$ cat config.mk
export PLATFORM = sky130hd
export DESIGN_NAME = instr_encode
export DESIGN_NICKNAME = d
export VERILOG_FILES = /design/src/rtl/instr_encode.sv
export SDC_FILE = /design/constraint.sdc
export NUM_CORES = 1
export LEC_CHECK = 0
export ABC_AREA = 1
export CAP_MARGIN = 20
export CORE_MARGIN = 10
export CORE_UTILIZATION = 56
export CTS_BUF_LIST = sky130_fd_sc_hd__clkbuf_16
export CTS_CLUSTER_SIZE = 40
export DETAILED_ROUTE_END_ITERATION = 6
export GPL_ROUTABILITY_DRIVEN = 0
export PLACE_DENSITY_LB_ADDON = 0.1
export SLEW_MARGIN = 10
export SYNTH_ARGS = -nofsm -noshare
export SYNTH_HDL_FRONTEND = slang
export SYNTH_SLANG_ARGS = --single-unit
$ cat constraint.sdc
create_clock -name clk -period 3.1 [get_ports clk]
set_input_delay 0.62 -clock clk [delete_from_list [all_inputs] [get_ports clk]]
set_output_delay 0.62 -clock clk [all_outputs]
set_load 0.05 [all_outputs]
$ cat src/rtl/instr_encode.sv
// Command-to-instruction encoder: queues host commands in a small FIFO, rejects illegal
// opcodes, and issues encoded instructions to the fetch/decode path. After issuing a
// start-type instruction it waits for the control unit to report completion.
module instr_encode #(
    parameter int unsigned DEPTH = 4
) (
    input  logic                     clk,
    input  logic                     rst,
    input  logic                     cmd_valid,
    input  logic [2:0]               cmd_op,
    input  logic [27:0]              cmd_data,
    output logic                     cmd_ready,
    output logic [31:0]              instr,
    output logic                     instr_valid,
    input  logic                     instr_ready,
    input  logic                     proc_done,
    output logic                     busy,
    output logic [$clog2(DEPTH):0]   level,
    output logic                     err_illegal,
    output logic [7:0]               err_cnt
);

    localparam int unsigned PtrW = $clog2(DEPTH);
    localparam int unsigned LvlW = PtrW + 1;

    typedef enum logic [1:0] {
        StIdle,
        StIssue,
        StWait
    } state_e;

    state_e            state_q, state_d;
    logic [30:0]       mem_q [DEPTH];
    logic [PtrW-1:0]   wr_ptr_q, wr_ptr_d;
    logic [PtrW-1:0]   rd_ptr_q, rd_ptr_d;
    logic [LvlW-1:0]   level_q, level_d;
    logic [31:0]       instr_q, instr_d;
    logic              err_illegal_q, err_illegal_d;
    logic [7:0]        err_cnt_q, err_cnt_d;

    logic              accept;
    logic              op_legal;
    logic              push;
    logic              pop;
    logic              fifo_empty;
    logic [30:0]       head;

    function automatic logic is_start(input logic [2:0] op);
        return (op == 3'b000) || (op == 3'b100) || (op == 3'b101);
    endfunction

    function automatic logic is_legal(input logic [2:0] op);
        logic ok;
        ok = 1'b0;
        case (op)
            3'b000, 3'b001, 3'b010, 3'b100, 3'b101: ok = 1'b1;
            default:                                ok = 1'b0;
        endcase
        return ok;
    endfunction

    // Handshake decode; cmd_ready depends on stored occupancy only.
    always_comb begin
        cmd_ready  = (level_q < LvlW'(DEPTH));
        accept     = cmd_valid && cmd_ready;
        op_legal   = is_legal(cmd_op);
        push       = accept && op_legal;
        fifo_empty = (level_q == '0);
        head       = mem_q[rd_ptr_q];
    end

    // Issue FSM next-state and FIFO pop decision.
    always_comb begin
        state_d = state_q;
        pop     = 1'b0;
        unique case (state_q)
            StIdle: begin
                if (!fifo_empty) begin
                    pop     = 1'b1;
                    state_d = StIssue;
                end
            end
            StIssue: begin
                if (instr_ready) begin
                    if (is_start(instr_q[30:28])) begin
                        state_d = StWait;
                    end else if (!fifo_empty) begin
                        pop = 1'b1;
                    end else begin
                        state_d = StIdle;
                    end
                end
            end
            StWait: begin
                if (proc_done) begin
                    state_d = StIdle;
                end
            end
            default: state_d = StIdle;
        endcase
    end

    // Pointer, occupancy, output register and error counter next state.
    always_comb begin
        wr_ptr_d      = push ? wr_ptr_q + PtrW'(1) : wr_ptr_q;
        rd_ptr_d      = pop ? rd_ptr_q + PtrW'(1) : rd_ptr_q;
        level_d       = level_q;
        if (push && !pop) begin
            level_d = level_q + LvlW'(1);
        end else if (!push && pop) begin
            level_d = level_q - LvlW'(1);
        end
        instr_d       = pop ? {1'b0, head} : instr_q;
        err_illegal_d = accept && !op_legal;
        err_cnt_d     = err_cnt_q;
        if (accept && !op_legal && (err_cnt_q != 8'hFF)) begin
            err_cnt_d = err_cnt_q + 8'd1;
        end
    end

    // Control and status state with asynchronous reset.
    always_ff @(posedge clk or posedge rst) begin
        if (rst) begin
            state_q       <= StIdle;
            wr_ptr_q      <= '0;
            rd_ptr_q      <= '0;
            level_q       <= '0;
            instr_q       <= '0;
            err_illegal_q <= 1'b0;
            err_cnt_q     <= '0;
        end else begin
            state_q       <= state_d;
            wr_ptr_q      <= wr_ptr_d;
            rd_ptr_q      <= rd_ptr_d;
            level_q       <= level_d;
            instr_q       <= instr_d;
            err_illegal_q <= err_illegal_d;
            err_cnt_q     <= err_cnt_d;
        end
    end

    // FIFO storage; emptiness is tracked by level, so the array needs no reset.
    always_ff @(posedge clk) begin
        if (push) begin
            mem_q[wr_ptr_q] <= {cmd_op, cmd_data};
        end
    end

    assign instr       = instr_q;
    assign instr_valid = (state_q == StIssue);
    assign busy        = (state_q == StWait);
    assign level       = level_q;
    assign err_illegal = err_illegal_q;
    assign err_cnt     = err_cnt_q;

endmodule

==> results.tsv <==
metric	value	unit
avgSynthCellArea	11.0	sq um
postCtsHoldBufs	0	
r2r_setup_slack	1200	ps
path_cells	inv_1 > nand2_1 > inv_2 > clkdlybuf4s50_1	
post-route-util	68.5	%
yosysUniqueCellTypes	29	
drc	0	
core	12500	sq um
skew	8.87	ps
ctsResizeCount	0	
synth_top_area_cell	edfxtp_1	
worstHoldStart	instr[22]$_DFFE_PP0P_	
die_h	132	um
end_kind	output port	
setup_viol	0	
grt_pass1_vias	4821	
die_w	132	um
arrival	1830	ps
reg2reg_to	level[2]$_DFFE_PP0P_	
clockBufferDepth	2	
syn-cell-area	7080	sq um
synth_fp_nets	686	
synth_top_area_share	52.6	%
io_buffers	81	
grt_setup_unrepaired	no	
dpl.hpwl	9060	um
grt_use_total	17.6	%
postCtsSetupRepairBufs	0	
viasPerCell	5.18	
num_vias	4723	
insertion_delay	430	ps
start_util	56.5	%
htreeDepth	4	
startpoint	state_q[1]$_DFFE_PP0P_	
slew_headroom	55.0	%
clkSinkCount	173	
p_leak	3.47	nW
irDropWorstVdd	0.000603	V
grt_max_degree	65	
finalCritPeriodShare	79.2	%
synthArstFlopShare	28.3	%
grt_pass1_wl	24500	um
io_pins	83	
slowest_stage	clkdlybuf4s50_1	
drive_gt1_share	7.30	%
crit_required	2480	ps
max-cap-violations	0	
power-per-cell-area	1020	nW/um^2
period_needed	2450	ps
hold_class	flip-flop to flip-flop	
crit-reg2reg-launch	level[2]$_DFFE_PP0P_	
worstPathMaxFanout	3	
ff2ff_path_depth	9	
nFillCells	959	
critical_path_class	flip-flop to output port	
start_kind	flip-flop	
grt.overflow.total	0	
fmax	407	MHz
dieArea	17500	sq um
ys_ff_latch	173	
antennaDiodeCount	0	
final_hold_viol_count	0	
wl_per_cell	16.4	um
cts_buffers	17	
dr.pass1.iters	5	
synthTopCellsByArea	edfxtp_1, dfrtp_1, nand2_1, nor2_1, o21ai_0	
num_rows	41	
grt_antenna_before_repair	0	
synth-warning-count	0	
root_buffer	clkbuf_16	
synthCells	643	
drt_iter0_markers	326	
cts_tree	built	
wl	15000	um
nets	771	
slowest_delay	800	ps
synth-edff-count	124	
area_growth_syn_to_layout	21.1	%
maxSlewViolCount	0	
tns	0	ps
yosys_most_used_dff	edfxtp_1	
tightest_slew	675	ps
ys_seq_area_share	69.9	%
clk_pin_slew_worst_paths	60	ps
final_antenna_net_count	0	
endpoint	instr_valid	
status	completed	
[per-stage QoR]
stage | area (sq um) | hold WS, ps | setup slack [ps] | power, mW | cells
after global placement | 8080 | 464 | 460 | 6.90 | 881
after global routing | 8570 | 502 | 548 | 9.27 | 912
after CTS | 8570 | 481 | 621 | 8.80 | 912
after detailed placement | 8080 | 464 | 392 | 6.99 | 881
after floorplan | 7080 | 528 | 368 | 5.90 | 643
final | 8570 | 477 | 646 | 8.71 | 912
[where the power goes]
group | internal, mW | leakage (nW) | total [mW] | switching, mW
registers | 2.93 | 1.73 | 3.14 | 0.211
clock network | 0.987 | 0.249 | 1.80 | 0.809
logic | 1.17 | 1.49 | 3.78 | 2.61
[worst min-delay path by stage]
| stage | end | slack, ps | depth (start not counted) |
|---|---|---|---|
| 2_1_floorplan | instr[10]$_DFFE_PP0P_ | 530 | 4 |
| 3_3_place_gp | instr[18]$_DFFE_PP0P_ | 460 | 2 |
| 3_5_place_dp | instr[22]$_DFFE_PP0P_ | 460 | 2 |
| 4_1_cts | instr[3]$_DFFE_PP0P_ | 480 | 2 |
| 5_1_grt | instr[3]$_DFFE_PP0P_ | 500 | 2 |
| 6_report | instr[22]$_DFFE_PP0P_ | 480 | 2 |
[cell type report]
| cell class | instances | area, sq um | area share (%) |
|---|---|---|---|
| clock inverter | 14 | 65.1 | 0.759 |
| clock buffer | 17 | 425 | 4.96 |
| tap | 172 | 215 | 2.51 |
| sequential | 173 | 4950 | 57.8 |
| multi-input combinational | 410 | 1850 | 21.6 |
| timing repair buffer | 96 | 948 | 11.1 |
| inverter | 30 | 113 | 1.31 |
[cell usage in the layout (no fill, tap or decap)]
master and instances:
buf_4 13, inv_1 28, o211ai_1 1, clkdlybuf4s50_1 81, nand3_1 36, clkinv_2 4, clkinvlp_4 2, xnor2_1 2
clkinv_1 5, dfrtp_1 48, a21oi_1 2, nor2_1 134, inv_2 5, nand4_1 3, ha_1 6, xor2_1 6
or2_2 1, nand2_4 2, buf_12 2, nand2_1 141, fa_1 1, nand3b_1 1, dfrtp_2 1, edfxtp_1 124
conb_1 1, o21ai_1 29, nor2_2 1, nand2_2 1, clkbuf_16 17, nand3_2 1, o21ai_0 37, nor2_4 4
[Yosys cell counts (2+ instances only)]
master and count:
ha_1 6, nand2_1 141, a21oi_1 2, inv_2 4, xor2_1 6, dfrtp_1 49
nor2_1 138, nand4_1 3, buf_6 6, inv_1 26, nand2_4 2, o21ai_0 37
buf_2 11, clkbuf_1 5, o21ai_1 29, buf_4 5, nand3_1 36, edfxtp_1 124
clkbuf_2 2, xnor2_1 2
[flip-flops by register name, indices dropped and copies added, names as in the netlist]
| name | cells |
|---|---|
| mem_q | 124 |
| err_cnt | 8 |
| level | 3 |
| instr | 31 |
| wr_ptr_q | 2 |
| err_illegal | 1 |
| rd_ptr_q | 2 |
| state_q | 2 |
[worst max-delay path: cells and delay by family (launching register included)]
family / cells / cell delay, ps
buffers and inverters: 3 / 960
flip-flops: 1 / 370
AND/OR/NAND/NOR: 1 / 80
[layer usage]
metal | track usage [%] | part of all wire, %
met1 | 21.6 | 44
met4 | 8.07 | 1.6
met5 | 0 | 0
met2 | 28.9 | 50
met3 | 3.97 | 4.8
[cell families after synthesis]
kind of cell	Yosys count	synth area share [%]
other	1	0.0530
buffers and inverters	60	4.31
and+or+nand+nor	325	18.4
AOI/OAI and AO/OA	69	4.92
xor gates and xnor gates	8	0.990
DFF	173	69.9
adders and majority gates	7	1.34
No activity file was read; power rests on OpenSTA's default activity.
